[config.mk]
export PLATFORM = sky130hd
export DESIGN_NAME = fetch_decode_unit_flat
export DESIGN_NICKNAME = d
export VERILOG_FILES = /design/src/rtl/fetch_decode_unit_if.sv /design/src/rtl/fetch_decode_unit.sv /design/src/flat_wrapper.sv
export SDC_FILE = /design/constraint.sdc
export NUM_CORES = 1
export LEC_CHECK = 0
export ABC_AREA = 1
export CAP_MARGIN = 20
export CORE_ASPECT_RATIO = 1.1
export CORE_UTILIZATION = 39
export CTS_CLUSTER_SIZE = 8
export DETAILED_ROUTE_END_ITERATION = 6
export PLACE_DENSITY = 0.78
export SLEW_MARGIN = 20
export SYNTH_ARGS = -nofsm -noshare
export SYNTH_HDL_FRONTEND = slang
export SYNTH_SLANG_ARGS = --single-unit
[constraint.sdc]
create_clock -name CLOCK_50 -period 1.4 [get_ports CLOCK_50]
set_input_delay 0.28 -clock CLOCK_50 [delete_from_list [all_inputs] [get_ports CLOCK_50]]
set_output_delay 0.28 -clock CLOCK_50 [all_outputs]
set_load 0.03 [all_outputs]
[src/rtl/fetch_decode_unit_if.sv]
// Bundle of fetch/decode unit signals shared between the unit (master) and
// the instruction memory / register file / ALU side (slave).
`default_nettype none

interface fetch_decode_unit_if;
  logic [15:0] PC_out;
  logic [15:0] IMEM_addr;
  logic        IMEM_req;
  logic        IMEM_ready;
  logic [31:0] IMEM_data;
  logic        branch_taken;
  logic [15:0] branch_target;
  logic        stall;
  logic [3:0]  IR_ARn;
  logic [3:0]  IR_ARs;
  logic [3:0]  IR_ARm;
  logic [3:0]  IR_ARd;
  logic [7:0]  IR_opcode;
  logic [15:0] IR_imm;
  logic        CNTRL_write_en_ARd;
  logic [15:0] PC_next;
  logic        fault;

  modport master (
    input  PC_out, IMEM_ready, IMEM_data, branch_taken, branch_target, stall,
    output IMEM_addr, IMEM_req, IR_ARn, IR_ARs, IR_ARm, IR_ARd, IR_opcode,
           IR_imm, CNTRL_write_en_ARd, PC_next, fault
  );

  modport slave (
    output PC_out, IMEM_ready, IMEM_data, branch_taken, branch_target, stall,
    input  IMEM_addr, IMEM_req, IR_ARn, IR_ARs, IR_ARm, IR_ARd, IR_opcode,
           IR_imm, CNTRL_write_en_ARd, PC_next, fault
  );
endinterface

`default_nettype wire

[src/rtl/fetch_decode_unit.sv]
// Fetch/decode/execute sequencer: fetches a 32-bit instruction, exposes its
// register fields, waits out ALU stalls and computes the next PC.
`default_nettype none

module fetch_decode_unit #(
  parameter int FETCH_TIMEOUT = 15
) (
  input  wire logic             CLOCK_50,
  input  wire logic             RESET_N,
  fetch_decode_unit_if.master   bus
);

  localparam int CNT_W = (FETCH_TIMEOUT < 2) ? 1 : $clog2(FETCH_TIMEOUT + 1);
  localparam logic [CNT_W-1:0] CNT_LAST = CNT_W'(FETCH_TIMEOUT - 1);

  typedef enum logic [2:0] {
    S_IDLE      = 3'd0,
    S_FETCH     = 3'd1,
    S_DECODE    = 3'd2,
    S_EXECUTE   = 3'd3,
    S_WRITEBACK = 3'd4,
    S_HALT      = 3'd5,
    S_FAULT     = 3'd6
  } state_t;

  state_t           state;
  state_t           state_next;
  logic [31:0]      ir;
  logic [CNT_W-1:0] fetch_cnt;
  logic             br_taken_q;
  logic [15:0]      br_target_q;
  logic             fault_q;
  logic             accept;
  logic             timeout_hit;

  assign accept      = (state == S_FETCH) && bus.IMEM_ready;
  // A ready strobe in the last allowed cycle still counts as a successful fetch
  assign timeout_hit = (state == S_FETCH) && !bus.IMEM_ready && (fetch_cnt == CNT_LAST);

  always_comb begin
    state_next = state;
    case (state)
      S_IDLE:      state_next = S_FETCH;
      S_FETCH: begin
        if (accept)
          state_next = S_DECODE;
        else if (timeout_hit)
          state_next = S_FAULT;
      end
      S_DECODE:    state_next = (ir[31:24] == 8'hFF) ? S_HALT : S_EXECUTE;
      S_EXECUTE:   state_next = bus.stall ? S_EXECUTE : S_WRITEBACK;
      S_WRITEBACK: state_next = S_FETCH;
      S_HALT:      state_next = S_HALT;
      S_FAULT:     state_next = S_FAULT;
      default:     state_next = S_IDLE;
    endcase
  end

  always_ff @(posedge CLOCK_50 or negedge RESET_N) begin
    if (!RESET_N) begin
      state       <= S_IDLE;
      ir          <= 32'h0;
      fetch_cnt   <= '0;
      br_taken_q  <= 1'b0;
      br_target_q <= 16'h0;
      fault_q     <= 1'b0;
    end else begin
      state <= state_next;
      if (accept)
        ir <= bus.IMEM_data;
      // Counter is zero whenever FETCH is entered since it only runs inside FETCH
      if ((state == S_FETCH) && !bus.IMEM_ready)
        fetch_cnt <= fetch_cnt + CNT_W'(1);
      else
        fetch_cnt <= '0;
      if ((state == S_EXECUTE) && !bus.stall) begin
        br_taken_q  <= bus.branch_taken;
        br_target_q <= bus.branch_target;
      end
      if (timeout_hit)
        fault_q <= 1'b1;
    end
  end

  assign bus.IMEM_addr = bus.PC_out;
  assign bus.IMEM_req  = (state == S_FETCH);
  assign bus.IR_opcode = ir[31:24];
  assign bus.IR_ARd    = ir[23:20];
  assign bus.IR_ARn    = ir[19:16];
  assign bus.IR_ARs    = ir[15:12];
  assign bus.IR_ARm    = ir[11:8];
  assign bus.IR_imm    = ir[15:0];
  assign bus.fault     = fault_q;

  // Only ALU (00) and load (01) classes write the destination register
  assign bus.CNTRL_write_en_ARd = (state == S_WRITEBACK) && !ir[31];

  always_comb begin
    bus.PC_next = bus.PC_out;
    if (state == S_WRITEBACK) begin
      if (br_taken_q && (ir[31:30] == 2'b11))
        bus.PC_next = br_target_q;
      else
        bus.PC_next = bus.PC_out + 16'd1;
    end
  end

endmodule

`default_nettype wire

[src/flat_wrapper.sv]
// flat-port wrapper written by rule: the top's interface ports become plain ports
module fetch_decode_unit_flat 
#(
  parameter int FETCH_TIMEOUT = 15
)
  (CLOCK_50, RESET_N, bus_PC_out, bus_IMEM_ready, bus_IMEM_data, bus_branch_taken, bus_branch_target, bus_stall, bus_IMEM_addr, bus_IMEM_req, bus_IR_ARn, bus_IR_ARs, bus_IR_ARm, bus_IR_ARd, bus_IR_opcode, bus_IR_imm, bus_CNTRL_write_en_ARd, bus_PC_next, bus_fault);
  fetch_decode_unit_if bus_i ();
  input  wire logic CLOCK_50;
  input  wire logic RESET_N;
  input wire logic [$bits(bus_i.PC_out)-1:0] bus_PC_out;
  input wire logic [$bits(bus_i.IMEM_ready)-1:0] bus_IMEM_ready;
  input wire logic [$bits(bus_i.IMEM_data)-1:0] bus_IMEM_data;
  input wire logic [$bits(bus_i.branch_taken)-1:0] bus_branch_taken;
  input wire logic [$bits(bus_i.branch_target)-1:0] bus_branch_target;
  input wire logic [$bits(bus_i.stall)-1:0] bus_stall;
  output wire logic [$bits(bus_i.IMEM_addr)-1:0] bus_IMEM_addr;
  output wire logic [$bits(bus_i.IMEM_req)-1:0] bus_IMEM_req;
  output wire logic [$bits(bus_i.IR_ARn)-1:0] bus_IR_ARn;
  output wire logic [$bits(bus_i.IR_ARs)-1:0] bus_IR_ARs;
  output wire logic [$bits(bus_i.IR_ARm)-1:0] bus_IR_ARm;
  output wire logic [$bits(bus_i.IR_ARd)-1:0] bus_IR_ARd;
  output wire logic [$bits(bus_i.IR_opcode)-1:0] bus_IR_opcode;
  output wire logic [$bits(bus_i.IR_imm)-1:0] bus_IR_imm;
  output wire logic [$bits(bus_i.CNTRL_write_en_ARd)-1:0] bus_CNTRL_write_en_ARd;
  output wire logic [$bits(bus_i.PC_next)-1:0] bus_PC_next;
  output wire logic [$bits(bus_i.fault)-1:0] bus_fault;
  assign bus_i.PC_out = bus_PC_out;
  assign bus_i.IMEM_ready = bus_IMEM_ready;
  assign bus_i.IMEM_data = bus_IMEM_data;
  assign bus_i.branch_taken = bus_branch_taken;
  assign bus_i.branch_target = bus_branch_target;
  assign bus_i.stall = bus_stall;
  assign bus_IMEM_addr = bus_i.IMEM_addr;
  assign bus_IMEM_req = bus_i.IMEM_req;
  assign bus_IR_ARn = bus_i.IR_ARn;
  assign bus_IR_ARs = bus_i.IR_ARs;
  assign bus_IR_ARm = bus_i.IR_ARm;
  assign bus_IR_ARd = bus_i.IR_ARd;
  assign bus_IR_opcode = bus_i.IR_opcode;
  assign bus_IR_imm = bus_i.IR_imm;
  assign bus_CNTRL_write_en_ARd = bus_i.CNTRL_write_en_ARd;
  assign bus_PC_next = bus_i.PC_next;
  assign bus_fault = bus_i.fault;
  fetch_decode_unit #(.FETCH_TIMEOUT(FETCH_TIMEOUT)) u_core (.CLOCK_50(CLOCK_50), .RESET_N(RESET_N), .bus(bus_i));
endmodule
; ---- Word-level counts from Yosys, hierarchy flattened
; Cells that the tools add are included.
; Widths: inputs -> output; s select.
[totals]
elab_cells = 37
inputBits = 69
regBits = 57
[op_classes]
eq_ne = 10
addsub = 2
muxes = 8
reduce_logical = 11
[ops]
columns = op, n
row1 = $mux 16, 2
row2 = $pmux 3 s6, 1
row3 = $add 16x1->16 const B, 1
row4 = $mux 3, 4
row5 = $eq 3x3->1 const B, 3
row6 = $eq 8x8->1 const B, 1
row7 = $eq 3x2->1 const B, 2
row8 = $logic_and 1x1->1, 6
row9 = $add 4x1->4 const B, 1
row10 = $eq 4x4->1 const B, 1
row11 = $mux 4, 1
row12 = $eq 3x1->1 const B, 1
row13 = $logic_not 1->1, 3
row14 = $logic_not 3->1, 1
row15 = $ne 3x1->1 const B, 1
row16 = $eq 2x2->1 const B, 1
row17 = $reduce_or 2->1, 1

; ---- Logic depth before layout (Yosys ltp)
[logic_depth]
word_depth = 6
depth_mapped = 10

; ---- Least setup slack after synthesis
; No wires, ideal clock.
[synth_path]
kind = flip-flop to output port
start = reg u_core.ir[30]
end = out bus_PC_next[4]
required_ns = 1.120
n_path_buf = 2
t_arrival_ns = 1.592
path_slack_ns = -0.472
path_stages_with_launch = 6
cell_sequence = dfrtp_1 > nand3_1 > buf_2 > buf_6 > o21ai_0 > a21oi_1
[synth_via]
elab_chain_len = 4
[synth_rtl]
columns = element, line
row1 = start: declaration, fetch_decode_unit.sv:28  ; logic [31:0] ir;
row2 = start signal: assignment, fetch_decode_unit.sv:70  ; ir <= bus.IMEM_data;
row3 = $eq 2x2->1, fetch_decode_unit.sv:101  ; if (br_taken_q && (ir[31:30] == 2'b11))
row4 = $logic_and 1x1->1, fetch_decode_unit.sv:101
row5 = $mux 16, fetch_decode_unit.sv:101
row6 = $mux 16, fetch_decode_unit.sv:100  ; if (state == S_WRITEBACK) begin
row7 = end: declaration, flat_wrapper.sv:25  ; output wire logic [$bits(bus_i.PC_next)-1:0] bus_PC_next;
; No other way between the ends.

; ---- Worst setup path in the final report
[layout_path]
start = reg u_core.ir[30]
end = out bus_PC_next[6]
; The elaborated chain is that of the path after synthesis.

==> flow_summary.json <==
{
  "cp_top_family": "buffers and inverters",
  "core_area_sq_um": 8083,
  "violations": "negative setup slack",
  "place_hpwl_mm": 6.901,
  "synthTopCellsByArea": "dfrtp_1 (43%), nand2_1 (15%), nand3_1 (8.1%), buf_4 (6.3%), nor2_1 (4.9%)",
  "synth_fp_nets": 496,
  "synth-edff-count": 0,
  "synth_commonest_cells": "nand2_1 (129), dfrtp_1 (57), nand3_1 (54)",
  "cp.required_ps": 1120,
  "die_w_um": 90.05,
  "clk_pin_slew_ps": 60,
  "cts_sinks": 57,
  "tightestPinTransition_ps": 496.9,
  "worstSetupEndpointType": "primary output",
  "power_density_nw_per_um2": 1786,
  "criticalPathCategory": "flop to primary output",
  "drive_above_1_share_pct": 43.25,
  "post-synth-top-count-cell": "nand2_1",
  "final_antenna_net_count": 0,
  "yosysWarnings": 0,
  "cts_max_level": 3,
  "globalplace.congestion": 0.8516,
  "synth-main-ff-cell": "dfrtp_1",
  "finalCritPeriodShare_pct": 145.0,
  "tritoncts": "done",
  "final-hold-violation-count": 0,
  "nNetsFinal": 689,
  "cp_slowest_cell": "dfrtp_2",
  "slew_violations": 0,
  "ioPinCount": 144,
  "route.detailed.drc": 0,
  "clk_latency_ps": 330,
  "vias": 3637,
  "finalPower_uw": 10570,
  "max_cap_violations": 0,
  "fin_ws_ps": -629.4,
  "reg2reg_slack_ps": 40,
  "worst_path_largest_cell_delay_ps": 420,
  "period_needed_ps": 2029,
  "syn_avg_cell_area_sq_um": 7.844,
  "start_kind": "flop",
  "cts_root_buf": "clkbuf_8",
  "dr.first_iter.drc_count": 143,
  "insertedDiodeCount": 0,
  "rsz0062_at_grt": "yes",
  "wl_mm": 10.81,
  "syn_to_final_growth_pct": 77.88,
  "outcome": "complete, but fails checks",
  "fmax_ghz": 0.4928,
  "first_pass_iters": 5,
  "setup_violations": 18,
  "syn_area_sq_um": 3326,
  "numPortBuffers": 143,
  "async_flop_share_pct": 100.0,
  "hold_class": "primary input to asynchronous set/reset pin",
  "numCtsBuffers": 9,
  "antenna_found_initial": 0,
  "grt_max_degree": 58,
  "viasPerCell": 4.982,
  "synth_cells": 424,
  "grt_pass1_vias": 3567,
  "clock_path_buffers": 2,
  "ir_drop_mv": 1.270,
  "critPathBufInv": 4,
  "path_cells": "nand3_4 > buf_8 > clkinvlp_4 > nor2_4 > nor2_4 > o21ai_2 > inv_2 > buf_6",
  "die_h_um": 98.85,
  "grt_pass1_wl_mm": 16.82,
  "max_slew_margin_pct": 66.77,
  "wl_per_cell_um": 14.81,
  "synth_top_area_share_pct": 42.89,
  "path_common_cell": "nor2_4",
  "grt_use_total_pct": 23.71,
  "synth_top_area_cell": "dfrtp_1",
  "start_util_pct": 41.15,
  "arrival_ps": 1750,
  "grt-ovfl-total": 0,
  "crit_fanout": 7,
  "leakagePower_uw": 0.002915,
  "yosysSeqAreaShare_pct": 42.89,
  "ys_ff_latch": 57,
  "num_rows": 34,
  "synthDistinctLibCells": 28,
  "fin_tns_setup_ps": -9133,
  "clock-skew-final_ps": 8.425,
  "fp.dieArea_sq_um": 8901
}
-- cell families after synthesis --
group                    count (synthesis)  synth area share (%)
buffers and inverters                   73                 12.90
XOR/XNOR                                 2                0.5268
flip-flops                              57                 42.89
adder cells (fa/ha/maj)                  3                 1.129
multiplexers                            17                 6.772
AO/OA/AOI/OAI                           33                 5.117
AND/OR/NAND/NOR                        239                 30.66
-- flip-flops by register name (all words and copies together) (netlist names) --
register / cells
u_core.br_taken_q: 1
u_core.br_target_q: 16
u_core.bus.fault: 1
u_core.fetch_cnt: 4
u_core.ir: 32
u_core.state: 3
-- final cells by class --
class,count,area [sq um]
Clock buffer,11,151.4
Clock inverter,5,77.57
Fill cell,564,2167
Inverter,32,148.9
Multi-Input combinational cell,295,1881
Sequential cell,57,1429
Tap cell,108,135.1
Timing Repair Buffer,221,2077
Timing Repair inverter,1,16.27
-- report_power, final --
group,switching [uW],leakage (uW),internal [uW]
clock,646,0.000115,1090
sequential,526,0.000705,2390
combinational,3370,0.00209,2540
total,4540,0.00291,6020
-- what timing repair did --
item                                   4_1_cts  5_1_grt
setup endpoints to repair                   88       95
gates resized for setup                    190       83
cloned                                       3        0
endpoints found under the hold margin       57        0
setup buffers                               14        6
pin swaps                                   26       11
hold buffers                                 1        0
-- worst register-to-register path: stages, from the launching register on --
cell	delay, ps
dfrtp_1	410
buf_6	150
inv_6	40
nor2_4	120
nand2_4	80
clkinv_4	70
buf_12	140
nand2_8	100
nand2_1	90
nand2_1	60
-- path summary, 6_finish.rpt --
path / to / cells after the start / startpoint
max: bus_PC_next[6] / 8 / u_core.ir[30]
min in group CLOCK_50: u_core.ir[7] / 2 / u_core.ir[7]
min: u_core.ir[10] / 3 / RESET_N
max in group asynchronous: u_core.ir[31] / 3 / RESET_N
min reg2reg: u_core.ir[7] / 2 / u_core.ir[7]
max reg2reg: u_core.ir[28] / 9 / u_core.state[0]
-- metal layers --
layer  track usage, %  wire length, um  vias to the layer above
met2            42.87             5451                      191
met5                0                0                        -
met1            25.90             4103                     1680
met3            7.176              941                       33
li1                 -                -                     1733
met4            9.553              318                        0
-- layout by cell type (no fill, tap or decap), drive strengths merged --
cell and count:
clkdlybuf4s15 20, clkdlybuf4s50 51, o21ai 18, xnor2 1
buf 115, ha 3, inv 29, nor2 44
nand3 54, xor2 1, dlygate4sd3 1, bufinv 2
nor3 2, dfrtp 57, nand4 5, clkbuf 31
nand2 133, o21bai 1, clkinvlp 2, dlygate4sd2 14
or2 2, mux2 17, clkinv 5, a21oi 13
o211ai 1
-- per-stage QoR --
stage | worst slack, ps | instance area (sq um) | util (%) | instances | hold slack, ps
6_report | -629.4 | 5916 | 73.19 | 730 | 465.5
5_1_grt | -695.5 | 5916 | 73.19 | 730 | 493.1
4_1_cts | -580.5 | 5808 | 71.86 | 726 | 469.1
3_5_place_dp | -1080 | 5115 | 63.28 | 692 | 302.5
3_3_place_gp | -1027 | 5115 | 63.28 | 692 | 300.4
2_1_floorplan | -87.59 | 3455 | - | 424 | -15.59
Power figures use the tool's default switching activity.
